## config.mk

```make
export PLATFORM = sky130hd
export DESIGN_NAME = seq_divider
export DESIGN_NICKNAME = d
export VERILOG_FILES = /design/src/rtl/seq_divider.sv
export SDC_FILE = /design/constraint.sdc
export NUM_CORES = 1
export LEC_CHECK = 0
export ABC_CLOCK_PERIOD_IN_PS = 3400
export CAP_MARGIN = 0
export CORE_ASPECT_RATIO = 0.5
export CORE_MARGIN = 2
export CORE_UTILIZATION = 40
export DETAILED_ROUTE_END_ITERATION = 6
export GPL_ROUTABILITY_DRIVEN = 0
export SYNTH_ARGS = -nofsm -noshare
export SYNTH_HDL_FRONTEND = slang
export SYNTH_SLANG_ARGS = --single-unit
export TNS_END_PERCENT = 100
```

## constraint.sdc

```tcl
create_clock -name clk -period 3.4 [get_ports clk]
set_input_delay 0.34 -clock clk [delete_from_list [all_inputs] [get_ports clk]]
set_output_delay 0.34 -clock clk [all_outputs]
set_load 0.01 [all_outputs]
```

## src/rtl/seq_divider.sv

```systemverilog
// Multi-cycle radix-2 restoring integer divider with signed/unsigned mode,
// valid/ready handshakes, deterministic divide-by-zero result and a pass-through tag.
module seq_divider #(
  parameter int Size     = 32,
  parameter int TagWidth = 5
) (
  input  logic                clk,
  input  logic                reset,
  input  logic                in_valid,
  output logic                in_ready,
  input  logic                in_signed,
  input  logic [Size-1:0]     a,
  input  logic [Size-1:0]     b,
  input  logic [TagWidth-1:0] in_tag,
  output logic                out_valid,
  input  logic                out_ready,
  output logic [Size-1:0]     c,
  output logic [Size-1:0]     remainder,
  output logic                div_by_zero,
  output logic [TagWidth-1:0] out_tag
);

  localparam int CntW = $clog2(Size + 1);

  typedef enum logic [1:0] {IDLE, CALC, FIXUP, DONE} state_e;

  state_e              state_q, state_d;
  logic [CntW-1:0]     cnt_q, cnt_d;
  logic [Size-1:0]     prem_q, prem_d;
  logic [Size-1:0]     dvd_q, dvd_d;
  logic [Size-1:0]     abs_b_q, abs_b_d;
  logic                neg_q_q, neg_q_d;
  logic                neg_r_q, neg_r_d;
  logic [TagWidth-1:0] tag_q, tag_d;
  logic [Size-1:0]     c_q, c_d;
  logic [Size-1:0]     rem_out_q, rem_out_d;
  logic                dbz_q, dbz_d;
  logic [TagWidth-1:0] out_tag_q, out_tag_d;

  logic [Size:0]       trial;
  logic [Size:0]       diff;
  logic                trial_ge;
  logic [Size-1:0]     abs_a_in;
  logic [Size-1:0]     abs_b_in;

  // dvd_q doubles as the quotient: dividend bits shift out the top while
  // quotient bits shift in at the bottom, so after Size steps it holds q.
  always_comb begin
    state_d   = state_q;
    cnt_d     = cnt_q;
    prem_d    = prem_q;
    dvd_d     = dvd_q;
    abs_b_d   = abs_b_q;
    neg_q_d   = neg_q_q;
    neg_r_d   = neg_r_q;
    tag_d     = tag_q;
    c_d       = c_q;
    rem_out_d = rem_out_q;
    dbz_d     = dbz_q;
    out_tag_d = out_tag_q;

    abs_a_in  = (in_signed && a[Size-1]) ? (~a + 1'b1) : a;
    abs_b_in  = (in_signed && b[Size-1]) ? (~b + 1'b1) : b;
    trial     = {prem_q, dvd_q[Size-1]};
    diff      = trial - {1'b0, abs_b_q};
    trial_ge  = (trial >= {1'b0, abs_b_q});

    case (state_q)
      IDLE: begin
        if (in_valid) begin
          tag_d   = in_tag;
          neg_q_d = in_signed & (a[Size-1] ^ b[Size-1]);
          neg_r_d = in_signed & a[Size-1];
          dvd_d   = abs_a_in;
          abs_b_d = abs_b_in;
          prem_d  = '0;
          if (b == '0) begin
            c_d       = '1;
            rem_out_d = a;
            dbz_d     = 1'b1;
            out_tag_d = in_tag;
            state_d   = DONE;
          end else begin
            cnt_d   = CntW'(Size);
            state_d = CALC;
          end
        end
      end
      CALC: begin
        prem_d = trial_ge ? diff[Size-1:0] : trial[Size-1:0];
        dvd_d  = {dvd_q[Size-2:0], trial_ge};
        cnt_d  = cnt_q - 1'b1;
        if (cnt_q == CntW'(1)) begin
          state_d = FIXUP;
        end
      end
      FIXUP: begin
        c_d       = neg_q_q ? (~dvd_q + 1'b1) : dvd_q;
        rem_out_d = neg_r_q ? (~prem_q + 1'b1) : prem_q;
        dbz_d     = 1'b0;
        out_tag_d = tag_q;
        state_d   = DONE;
      end
      DONE: begin
        if (out_ready) begin
          state_d = IDLE;
        end
      end
      default: state_d = IDLE;
    endcase
  end

  always_ff @(posedge clk) begin
    if (!reset) begin
      state_q   <= IDLE;
      cnt_q     <= '0;
      prem_q    <= '0;
      dvd_q     <= '0;
      abs_b_q   <= '0;
      neg_q_q   <= 1'b0;
      neg_r_q   <= 1'b0;
      tag_q     <= '0;
      c_q       <= '0;
      rem_out_q <= '0;
      dbz_q     <= 1'b0;
      out_tag_q <= '0;
    end else begin
      state_q   <= state_d;
      cnt_q     <= cnt_d;
      prem_q    <= prem_d;
      dvd_q     <= dvd_d;
      abs_b_q   <= abs_b_d;
      neg_q_q   <= neg_q_d;
      neg_r_q   <= neg_r_d;
      tag_q     <= tag_d;
      c_q       <= c_d;
      rem_out_q <= rem_out_d;
      dbz_q     <= dbz_d;
      out_tag_q <= out_tag_d;
    end
  end

  assign in_ready    = (state_q == IDLE);
  assign out_valid   = (state_q == DONE);
  assign c           = c_q;
  assign remainder   = rem_out_q;
  assign div_by_zero = dbz_q;
  assign out_tag     = out_tag_q;

endmodule

```

==> impl_metrics.py, run 1 <==
metrics = {
    "outcome": {
        "run_status": "finished clean",
    },
    "placement": {
        "io_buffer_count": 145,
        "dp_wirelength_um": 28200,
    },
    "run": {
        "maxCapViolCount": 0,
    },
    "final_layout": {
        "layout.filler_cells": 2859,
        "layout_common_cells": "224 x sky130_fd_sc_hd__nand2_1, 181 x sky130_fd_sc_hd__dfxtp_1, 145 x sky130_fd_sc_hd__clkdlybuf4s50_1, 144 x sky130_fd_sc_hd__o21ai_0, 134 x sky130_fd_sc_hd__a21oi_1",
        "syn_to_final_growth_pct": 21.3,
        "diodes": 0,
        "drive_above_1_share_pct": 6.28,
        "nets": 1776,
        "final_core_utilization_pct": 49.2,
        "mostFrequentLayoutCell": "sky130_fd_sc_hd__nand2_1",
    },
    "clocking": {
        "clkSinkCount": 181,
        "cts_made_buffers": 17,
        "worst_skew_pair.late_latency_ns": 0.45,
        "cts.repair_timing.setup_buffer_count": 0,
        "cts.hold.buffers_added": 0,
        "cts_resized": 0,
        "cts_max_level": 4,
        "cts_tree": "yes",
        "clk_pin_slew_ns": 0.07,
        "clockRootBuffer": "sky130_fd_sc_hd__clkbuf_16",
        "clock_path_buffers": 2,
    },
    "global_route": {
        "grt_antenna_before_repair": 0,
        "grt_first_pass_wirelength_um": 59300,
        "grt_usage_pct": 24.2,
        "globalRouteOverflowTotal": 0,
        "grt_pass1_vias": 10800,
        "grt_max_degree": 93,
    },
    "floorplan": {
        "initial_utilization_pct": 40.6,
        "dieHeight_um": 125,
        "top_level_pins": 146,
        "floorplan.die_area_um2": 30800,
        "fp.coreArea_um2": 29000,
        "chipWidth_um": 246,
        "floorplan.rows": 44,
    },
    "pwr": {
        "worst_ir_drop_vdd_uv": 409,
        "power_leakage_nw": 5.20,
        "power_per_unit_of_standard_cell_area_nw_per_um2": 631,
        "finalPower_mw": 8.99,
    },
    "timing": {
        "rsz0062_at_grt": "false",
        "setup_viol_count_final": 0,
        "pins_over_their_slew_limit": 0,
        "fin_skew_ns": 0.00916,
        "totalNegativeSetupSlack_ns": 0,
        "hold_violations": 0,
        "min_period_over_period_pct": 92.4,
        "final.min_clock_period_ns": 3.14,
        "relSlewSlack_pct": 29.1,
        "clock.fmax_mhz": 318,
        "worst_slew_pin_slew_ns": 1.06,
    },
    "route": {
        "firstDrtPassIters": 5,
        "violation_count_after_the_first_detailed_routing_iteration": 1102,
        "ant_nets": 0,
        "via_count": 11700,
        "drcViolationCount": 0,
        "detail_route.wl_per_cell_um": 18.2,
        "totalWireLength_um": 37400,
        "post_drt_via_cell_ratio": 5.66,
    },
    "worst_setup_path": {
        "timing.critical_path.arrival_ns": 3.46,
        "crit_type": "reg -> reg",
        "crit_path_end_kind": "register",
        "critical_path_required_ns": 3.72,
        "worst_setup_path_start_kind": "register",
        "worst-path-max-fanout": 3,
    },
    "logic_synthesis": {
        "synth_edf_count": 0,
        "syn-num-nets": 1675,
        "synth_area_um2": 11800,
        "yosys.cell_types.count": 69,
        "netlist_instances": 1558,
        "synth_top_cell_by_area": "sky130_fd_sc_hd__dfxtp_1",
        "ys.warnings.count": 0,
        "ys_seq_elements": 181,
        "postSynth.asyncResetShare_pct": 0,
        "synth.avg_cell_area_um2": 7.54,
        "yosysTopAreaCellShare_pct": 30.8,
        "synth-seq-area-share_pct": 30.8,
        "ys.flop_type": "sky130_fd_sc_hd__dfxtp_1",
        "synth.top_cells.by_area": "sky130_fd_sc_hd__dfxtp_1 31%, sky130_fd_sc_hd__nand2_1 7.2%, sky130_fd_sc_hd__xor2_1 6.6%",
    },
    "worst_hold_path": {
        "class_of_the_most_critical_hold_timing_path": "reg -> reg",
    },
}
per-layer routing:
metal	vias to the layer above	global-route usage (%)	routed length (um)
met1	5512	33.5	17700
met2	314	37.7	16800
met5	-	0	0
li1	5787	-	-
met4	0	9.07	1180
met3	63	3.93	1770
final timing paths:
| check | start | depth (start not counted) | endpoint | slack, ns |
|---|---|---|---|---|
| setup reg to reg | dvd_q[31] | 12 | prem_q[26] | 0.26 |
| hold / removal | remainder[7] | 2 | remainder[7] | 0.46 |
| setup / recovery | dvd_q[31] | 12 | prem_q[26] | 0.26 |
| hold reg to reg | remainder[7] | 2 | remainder[7] | 0.46 |
critical path, stage by stage (launching register included):
cell and delay [ns]:
sky130_fd_sc_hd__dfxtp_1 0.33, sky130_fd_sc_hd__inv_1 0.15, sky130_fd_sc_hd__ha_1 0.19, sky130_fd_sc_hd__inv_1 0.06
sky130_fd_sc_hd__fa_1 0.40, sky130_fd_sc_hd__a21o_1 0.21, sky130_fd_sc_hd__a221oi_1 0.42, sky130_fd_sc_hd__or4_1 0.22
sky130_fd_sc_hd__nand2_1 0.11, sky130_fd_sc_hd__o21ai_0 0.43, sky130_fd_sc_hd__a31oi_1 0.19, sky130_fd_sc_hd__xnor2_1 0.19
sky130_fd_sc_hd__o211ai_1 0.10
flip-flops by register name, indices dropped and copies added (netlist names), 5 cells and up:
signal,flops
abs_b_q,32
out_tag,5
dvd_q,32
prem_q,32
cnt_q,6
remainder,32
c,32
tag_q,5
cell type report:
class | count | area [um^2] | area share, %
multi-input cells | 1212 | 7490 | 52.5
flip-flops and latches | 181 | 3620 | 25.4
repair buffers | 190 | 1830 | 12.8
well taps | 391 | 489 | 3.43
clock buffers | 18 | 439 | 3.08
inverters | 57 | 215 | 1.51
clock inverters | 13 | 173 | 1.21
stage by stage:
stage          area, um^2  instances  hold WS (ns)  setup slack (ns)
2_1_floorplan       11800       1558         0.436             0.672
3_3_place_gp        13600       2031         0.441             0.224
3_5_place_dp        13600       2031         0.442             0.113
4_1_cts             14300       2062         0.457             0.383
5_1_grt             14300       2062         0.464             0.133
6_report            14300       2062         0.457             0.259
cell families (layout without fill, tap and decap cells):
logic type / count (synthesis) / after routing / share of synthesized area (%)
muxes: 26 / 26 / 2.21
DFF: 181 / 181 / 30.8
buffers and inverters: 165 / 278 / 5.78
adders and majority gates: 43 / 43 / 4.64
xor gates and xnor gates: 144 / 144 / 10.7
AOI/OAI and AO/OA: 499 / 499 / 26.5
and+or+nand+nor: 500 / 500 / 19.3
Yosys cell counts, types with 24 or more instances:
library cell	n
sky130_fd_sc_hd__o21ai_0	144
sky130_fd_sc_hd__inv_1	56
sky130_fd_sc_hd__xor2_1	89
sky130_fd_sc_hd__dfxtp_1	181
sky130_fd_sc_hd__a211oi_1	40
sky130_fd_sc_hd__nor2_1	130
sky130_fd_sc_hd__nand2_1	224
sky130_fd_sc_hd__xnor2_1	55
sky130_fd_sc_hd__nand3_1	27
sky130_fd_sc_hd__a21oi_1	136
sky130_fd_sc_hd__ha_1	42
sky130_fd_sc_hd__clkbuf_1	94
sky130_fd_sc_hd__mux2i_1	26
sky130_fd_sc_hd__o211ai_1	24
sky130_fd_sc_hd__a31oi_1	27
sky130_fd_sc_hd__o31ai_1	30
power by group:
group / internal, mW / switching (mW) / total [mW]
clock network: 1.18 / 0.928 / 2.11
registers: 2.52 / 0.365 / 2.88
logic: 1.56 / 2.43 / 3.99
total: 5.26 / 3.73 / 8.99
No activity file was read; power rests on OpenSTA's default activity.
==> inputs of run 2 (changes only) <==
--- a/config.mk
+++ b/config.mk
@@ -12,6 +12,7 @@
 export CORE_UTILIZATION = 40
 export DETAILED_ROUTE_END_ITERATION = 6
 export GPL_ROUTABILITY_DRIVEN = 0
+export MAX_ROUTING_LAYER = met4
 export SYNTH_ARGS = -nofsm -noshare
 export SYNTH_HDL_FRONTEND = slang
 export SYNTH_SLANG_ARGS = --single-unit
==> run 2 against run 1 <==
  * Hold slack is essentially flat
  * Critical path depth unchanged
  * Combinational power barely moved
  * Non-clock buffer count stayed put
  * Critical path type unchanged
  * Largest cell class unchanged
  * Largest power group unchanged
==> impl_metrics.py, run 2 (synthesis gave the netlist of run 1 again) <==
metrics = {
    "clocking": {
        "cts_tree": "yes",
        "clkSinkCount": 181,
        "cts_made_buffers": 17,
        "clockRootBuffer": "sky130_fd_sc_hd__clkbuf_16",
        "cts_resized": 0,
        "worst_skew_pair.late_latency_ns": 0.46,
        "cts.hold.buffers_added": 0,
        "cts_max_level": 4,
        "clk_pin_slew_ns": 0.07,
        "cts.repair_timing.setup_buffer_count": 0,
        "clock_path_buffers": 2,
    },
    "floorplan": {
        "floorplan.rows": 44,
        "dieHeight_um": 125,
        "initial_utilization_pct": 40.6,
        "chipWidth_um": 246,
        "fp.coreArea_um2": 29000,
        "top_level_pins": 146,
        "floorplan.die_area_um2": 30800,
    },
    "global_route": {
        "grt_pass1_vias": 10800,
        "grt_antenna_before_repair": 0,
        "grt_first_pass_wirelength_um": 59400,
        "grt_max_degree": 93,
        "globalRouteOverflowTotal": 0,
        "grt_usage_pct": 24.9,
    },
    "pwr": {
        "power_per_unit_of_standard_cell_area_nw_per_um2": 631,
        "worst_ir_drop_vdd_uv": 413,
        "power_leakage_nw": 5.20,
        "finalPower_mw": 8.99,
    },
    "timing": {
        "min_period_over_period_pct": 90.5,
        "rsz0062_at_grt": "false",
        "final.min_clock_period_ns": 3.08,
        "totalNegativeSetupSlack_ns": 0,
        "relSlewSlack_pct": 28.2,
        "clock.fmax_mhz": 325,
        "worst_slew_pin_slew_ns": 1.07,
        "hold_violations": 0,
        "pins_over_their_slew_limit": 0,
        "fin_skew_ns": 0.00828,
        "setup_viol_count_final": 0,
    },
    "route": {
        "violation_count_after_the_first_detailed_routing_iteration": 1078,
        "drcViolationCount": 0,
        "via_count": 11600,
        "ant_nets": 0,
        "detail_route.wl_per_cell_um": 18.1,
        "post_drt_via_cell_ratio": 5.65,
        "firstDrtPassIters": 6,
        "totalWireLength_um": 37400,
    },
    "worst_hold_path": {
        "class_of_the_most_critical_hold_timing_path": "reg -> reg",
        "hold_path_startpoint": "remainder[7]",
    },
    "final_layout": {
        "drive_above_1_share_pct": 6.28,
        "nets": 1776,
        "layout_common_cells": "224 x sky130_fd_sc_hd__nand2_1, 181 x sky130_fd_sc_hd__dfxtp_1, 145 x sky130_fd_sc_hd__clkdlybuf4s50_1, 144 x sky130_fd_sc_hd__o21ai_0, 134 x sky130_fd_sc_hd__a21oi_1",
        "syn_to_final_growth_pct": 21.3,
        "mostFrequentLayoutCell": "sky130_fd_sc_hd__nand2_1",
        "final_core_utilization_pct": 49.2,
        "layout.cells.non_filler": 2062,
        "diodes": 0,
    },
    "worst_setup_path": {
        "timing.critical_path.arrival_ns": 3.40,
        "critical_path_required_ns": 3.72,
        "regToRegStartpoint": "dvd_q[31]",
        "worst_setup_path_start_kind": "register",
        "crit_type": "reg -> reg",
        "setup.worst_path.start": "dvd_q[31]",
        "critPathCapture": "prem_q[26]",
        "worst-path-max-fanout": 3,
        "worst_r2r_endpoint": "prem_q[26]",
        "crit_path_end_kind": "register",
        "r2r.worst_path.cells": 12,
        "reg2reg_slack_ns": 0.32,
    },
    "run": {
        "maxCapViolCount": 0,
    },
    "placement": {
        "dp_cells": 2031,
        "dp_wirelength_um": 28200,
        "io_buffer_count": 145,
    },
    "outcome": {
        "run_status": "finished clean",
    },
}
-- run 2: cell counts in the layout (fill, tap and decap cells not counted) --
No cell type changed its count.
-- run 2: how the worst min path moves through the flow --
stage	end	slack [ns]	cells after the start
global route	tag_q[3]	0.46	3
detailed placement	remainder[15]	0.44	2
CTS	tag_q[2]	0.46	3
global placement	remainder[9]	0.44	2
floorplan	tag_q[0]	0.44	2
finish	remainder[7]	0.46	2
-- run 2: layer usage --
layer  GRT usage [%]  vias to the layer above  part of all wire [%]
li1                -                     5774                     -
met1            33.5                     5466                    47
met2            37.7                      341                    45
met3            3.93                       65                   5.4
met4            9.07                        0                   3.1
met5               -                        -                     0
-- run 2: final cells by class --
class                           count  area, um^2
Clock inverter                     13         173
Fill cell                        2859       14700
Inverter                           57         215
Clock buffer                       18         439
Sequential cell                   181        3620
Timing Repair Buffer              190        1830
Multi-Input combinational cell   1212        7490
Tap cell                          391         489
-- run 2: power by group --
group          internal, mW  total [mW]  leakage [nW]  switching (mW)
clock                  1.18        2.12         0.291           0.936
sequential             2.52        2.88          1.47           0.366
combinational          1.56        3.99          3.43            2.43
-- run 2: critical path: stages (launching register included) --
cell,delay [ns]
sky130_fd_sc_hd__dfxtp_1,0.33
sky130_fd_sc_hd__inv_1,0.15
sky130_fd_sc_hd__ha_1,0.19
sky130_fd_sc_hd__inv_1,0.06
sky130_fd_sc_hd__fa_1,0.40
sky130_fd_sc_hd__a21o_1,0.21
sky130_fd_sc_hd__a221oi_1,0.42
sky130_fd_sc_hd__or4_1,0.21
sky130_fd_sc_hd__nand2_1,0.10
sky130_fd_sc_hd__o21ai_0,0.39
sky130_fd_sc_hd__a31oi_1,0.18
sky130_fd_sc_hd__xnor2_1,0.19
sky130_fd_sc_hd__o211ai_1,0.10
-- run 2: metrics by stage --
| step | setup slack [ns] | instance area [um^2] | hold WS, ns |
|---|---|---|---|
| 2_1_floorplan | 0.672 | 11800 | 0.436 |
| 3_3_place_gp | 0.224 | 13600 | 0.441 |
| 3_5_place_dp | 0.113 | 13600 | 0.442 |
| 4_1_cts | 0.383 | 14300 | 0.457 |
| 5_1_grt | 0.133 | 14300 | 0.464 |
| 6_report | 0.322 | 14300 | 0.457 |
==> inputs of run 3 (changes only) <==
--- a/config.mk
+++ b/config.mk
@@ -8,8 +8,9 @@
 export ABC_CLOCK_PERIOD_IN_PS = 3400
 export CAP_MARGIN = 0
 export CORE_ASPECT_RATIO = 0.5
-export CORE_MARGIN = 2
+export CORE_MARGIN = 3
 export CORE_UTILIZATION = 40
+export CTS_CLUSTER_SIZE = 40
 export DETAILED_ROUTE_END_ITERATION = 6
 export GPL_ROUTABILITY_DRIVEN = 0
 export MAX_ROUTING_LAYER = met4
==> run 3 against run 2 <==
  * Total power shrank 1.8%
  * Register-to-register slack lost 0.04 ns
  * Maximum frequency shrank 1.4%
  * Largest cell class unchanged
==> impl_metrics.py, run 3 (synthesis gave the netlist of run 1 again) <==
metrics = {
    "placement": {
        "dpl-instance-area_um2": 13700,
        "dp_wirelength_um": 28700,
        "dp_slack_ns": 0.0500,
        "io_buffer_count": 145,
        "dp_cells": 2022,
    },
    "timing": {
        "rsz0062_at_grt": "false",
        "whs_ns": 0.455,
        "relSlewSlack_pct": 27.8,
        "fin_skew_ns": 0.0116,
        "final.setup.worst_slack_ns": 0.279,
        "totalNegativeSetupSlack_ns": 0,
        "worst_slew_pin_slew_ns": 1.08,
        "hold_violations": 0,
        "pins_over_their_slew_limit": 0,
        "final.min_clock_period_ns": 3.12,
        "min_period_over_period_pct": 91.8,
        "clock.fmax_mhz": 320,
        "setup_viol_count_final": 0,
    },
    "route": {
        "post_drt_via_cell_ratio": 5.71,
        "detail_route.wl_per_cell_um": 18.5,
        "violation_count_after_the_first_detailed_routing_iteration": 1002,
        "via_count": 11700,
        "ant_nets": 0,
        "drcViolationCount": 0,
        "firstDrtPassIters": 5,
        "totalWireLength_um": 38000,
    },
    "global_route": {
        "grt_antenna_before_repair": 0,
        "grt_first_pass_wirelength_um": 60400,
        "grt_usage_pct": 24.8,
        "grt_max_degree": 101,
        "globalRouteOverflowTotal": 0,
        "grt_pass1_vias": 10900,
    },
    "final_layout": {
        "layout.cells.non_filler": 2054,
        "syn_to_final_growth_pct": 21.1,
        "fin_area_um2": 14200,
        "layout_common_cells": "224 x sky130_fd_sc_hd__nand2_1, 181 x sky130_fd_sc_hd__dfxtp_1, 145 x sky130_fd_sc_hd__clkdlybuf4s50_1, 144 x sky130_fd_sc_hd__o21ai_0, 134 x sky130_fd_sc_hd__a21oi_1",
        "mostFrequentLayoutCell": "sky130_fd_sc_hd__nand2_1",
        "diodes": 0,
        "nets": 1776,
        "drive_above_1_share_pct": 6.34,
        "final_core_utilization_pct": 50.3,
    },
    "clocking": {
        "cts_max_level": 4,
        "worst_skew_pair.late_latency_ns": 0.46,
        "clockRootBuffer": "sky130_fd_sc_hd__clkbuf_16",
        "cts_made_buffers": 17,
        "clock_path_buffers": 2,
        "cts_tree": "yes",
        "cts.repair_timing.setup_buffer_count": 0,
        "clkSinkCount": 181,
        "clk_pin_slew_ns": 0.08,
    },
    "worst_setup_path": {
        "worst-path-max-fanout": 3,
        "cp_num_buf_inv": 2,
        "timing.critical_path.arrival_ns": 3.45,
        "reg2reg_slack_ns": 0.28,
        "crit_path_end_kind": "register",
        "crit_path_cells": "inv_1, ha_1, inv_1, fa_1, a21o_1, a221oi_1, or4_1, nand2_1, o21ai_0, nand3b_1, xnor2_1, o21ai_0",
        "setup.worst_path.start": "dvd_q[31]",
        "worst_setup_path_start_kind": "register",
        "critical-path-max-stage-delay_ns": 0.43,
        "path_delay_family": "compound AO/OA/AOI/OAI gates",
        "worst_r2r_endpoint": "prem_q[24]",
        "slowest_stage": "sky130_fd_sc_hd__a221oi_1",
        "critPathCapture": "prem_q[24]",
        "crit_type": "reg -> reg",
        "crit_cells": 12,
        "critical_path_required_ns": 3.73,
        "r2r.worst_path.cells": 12,
        "regToRegStartpoint": "dvd_q[31]",
    },
    "floorplan": {
        "floorplan.die_area_um2": 31600,
        "chipWidth_um": 248,
        "dieHeight_um": 127,
        "top_level_pins": 146,
        "floorplan.rows": 43,
        "fp.coreArea_um2": 28300,
        "initial_utilization_pct": 41.5,
    },
    "pwr": {
        "power_frac_clock_pct": 22.0,
        "power_leakage_nw": 5.19,
        "power_per_unit_of_standard_cell_area_nw_per_um2": 621,
        "finalPower_mw": 8.83,
        "intPower_mw": 5.08,
        "combPwrFrac_pct": 45.6,
        "sw_frac_of_total_pct": 42.5,
        "p_switching_mw": 3.75,
        "worst_ir_drop_vdd_uv": 460,
        "seq_power_share_pct": 32.4,
    },
    "outcome": {
        "run_status": "finished clean",
    },
    "worst_hold_path": {
        "class_of_the_most_critical_hold_timing_path": "reg -> reg",
        "number_of_instances_on_the_worst_hold_path": 2,
    },
    "run": {
        "maxCapViolCount": 0,
    },
}
[run 3: cell count changes in the layout (fill, tap and decap cells not counted), sizes merged]
cell      previous run  this run
clkbuf              18        20
bufinv               3         0
clkinvlp             3         2
clkinv               4         7
[run 3: worst register-to-register path, stage by stage, from the launching register on]
cell                       delay [ns]
sky130_fd_sc_hd__dfxtp_1         0.32
sky130_fd_sc_hd__inv_1           0.15
sky130_fd_sc_hd__ha_1            0.20
sky130_fd_sc_hd__inv_1           0.06
sky130_fd_sc_hd__fa_1            0.40
sky130_fd_sc_hd__a21o_1          0.21
sky130_fd_sc_hd__a221oi_1        0.43
sky130_fd_sc_hd__or4_1           0.21
sky130_fd_sc_hd__nand2_1         0.10
sky130_fd_sc_hd__o21ai_0         0.39
sky130_fd_sc_hd__nand3b_1        0.16
sky130_fd_sc_hd__xnor2_1         0.25
sky130_fd_sc_hd__o21ai_0         0.11
[run 3: worst min path at each step]
stage / from / endpoint / slack [ns]
2_1_floorplan: tag_q[0] / tag_q[0] / 0.44
3_3_place_gp: remainder[9] / remainder[9] / 0.44
3_5_place_dp: remainder[9] / remainder[9] / 0.45
4_1_cts: in_tag[4] / tag_q[4] / 0.44
5_1_grt: in_tag[4] / tag_q[4] / 0.47
6_report: remainder[7] / remainder[7] / 0.45
[run 3: what timing repair did]
action | in CTS | in global routing
gates resized for setup | 0 | 1
endpoints found under the setup margin | 0 | 29
hold buffers | 0 | 0
[run 3: final cells by class]
| type | instances | area [um^2] |
|---|---|---|
| Multi-Input combinational cell | 1212 | 7490 |
| Inverter | 57 | 215 |
| Tap cell | 382 | 478 |
| Clock buffer | 20 | 467 |
| Fill cell | 2735 | 14100 |
| Clock inverter | 12 | 96.3 |
| Timing Repair Buffer | 190 | 1850 |
| Sequential cell | 181 | 3620 |
[run 3: power by group through the flow]
| stage | Combinational, mW | Sequential [mW] | Clock [mW] |
|---|---|---|---|
| floorplan | 2.69 | 2.86 | 0 |
| global placement | 3.92 | 2.89 | 0 |
| detailed placement | 3.99 | 2.91 | 0 |
| CTS | 4.01 | 2.86 | 1.98 |
| global route | 4.47 | 2.92 | 2.07 |
| finish | 4.02 | 2.86 | 1.95 |
[run 3: layer usage]
metal  global-route usage (%)  share of wire [%]
met5                        -                  0
met4                     6.91                1.8
met3                     3.50                4.8
met2                     39.2                 46
met1                     33.4                 47
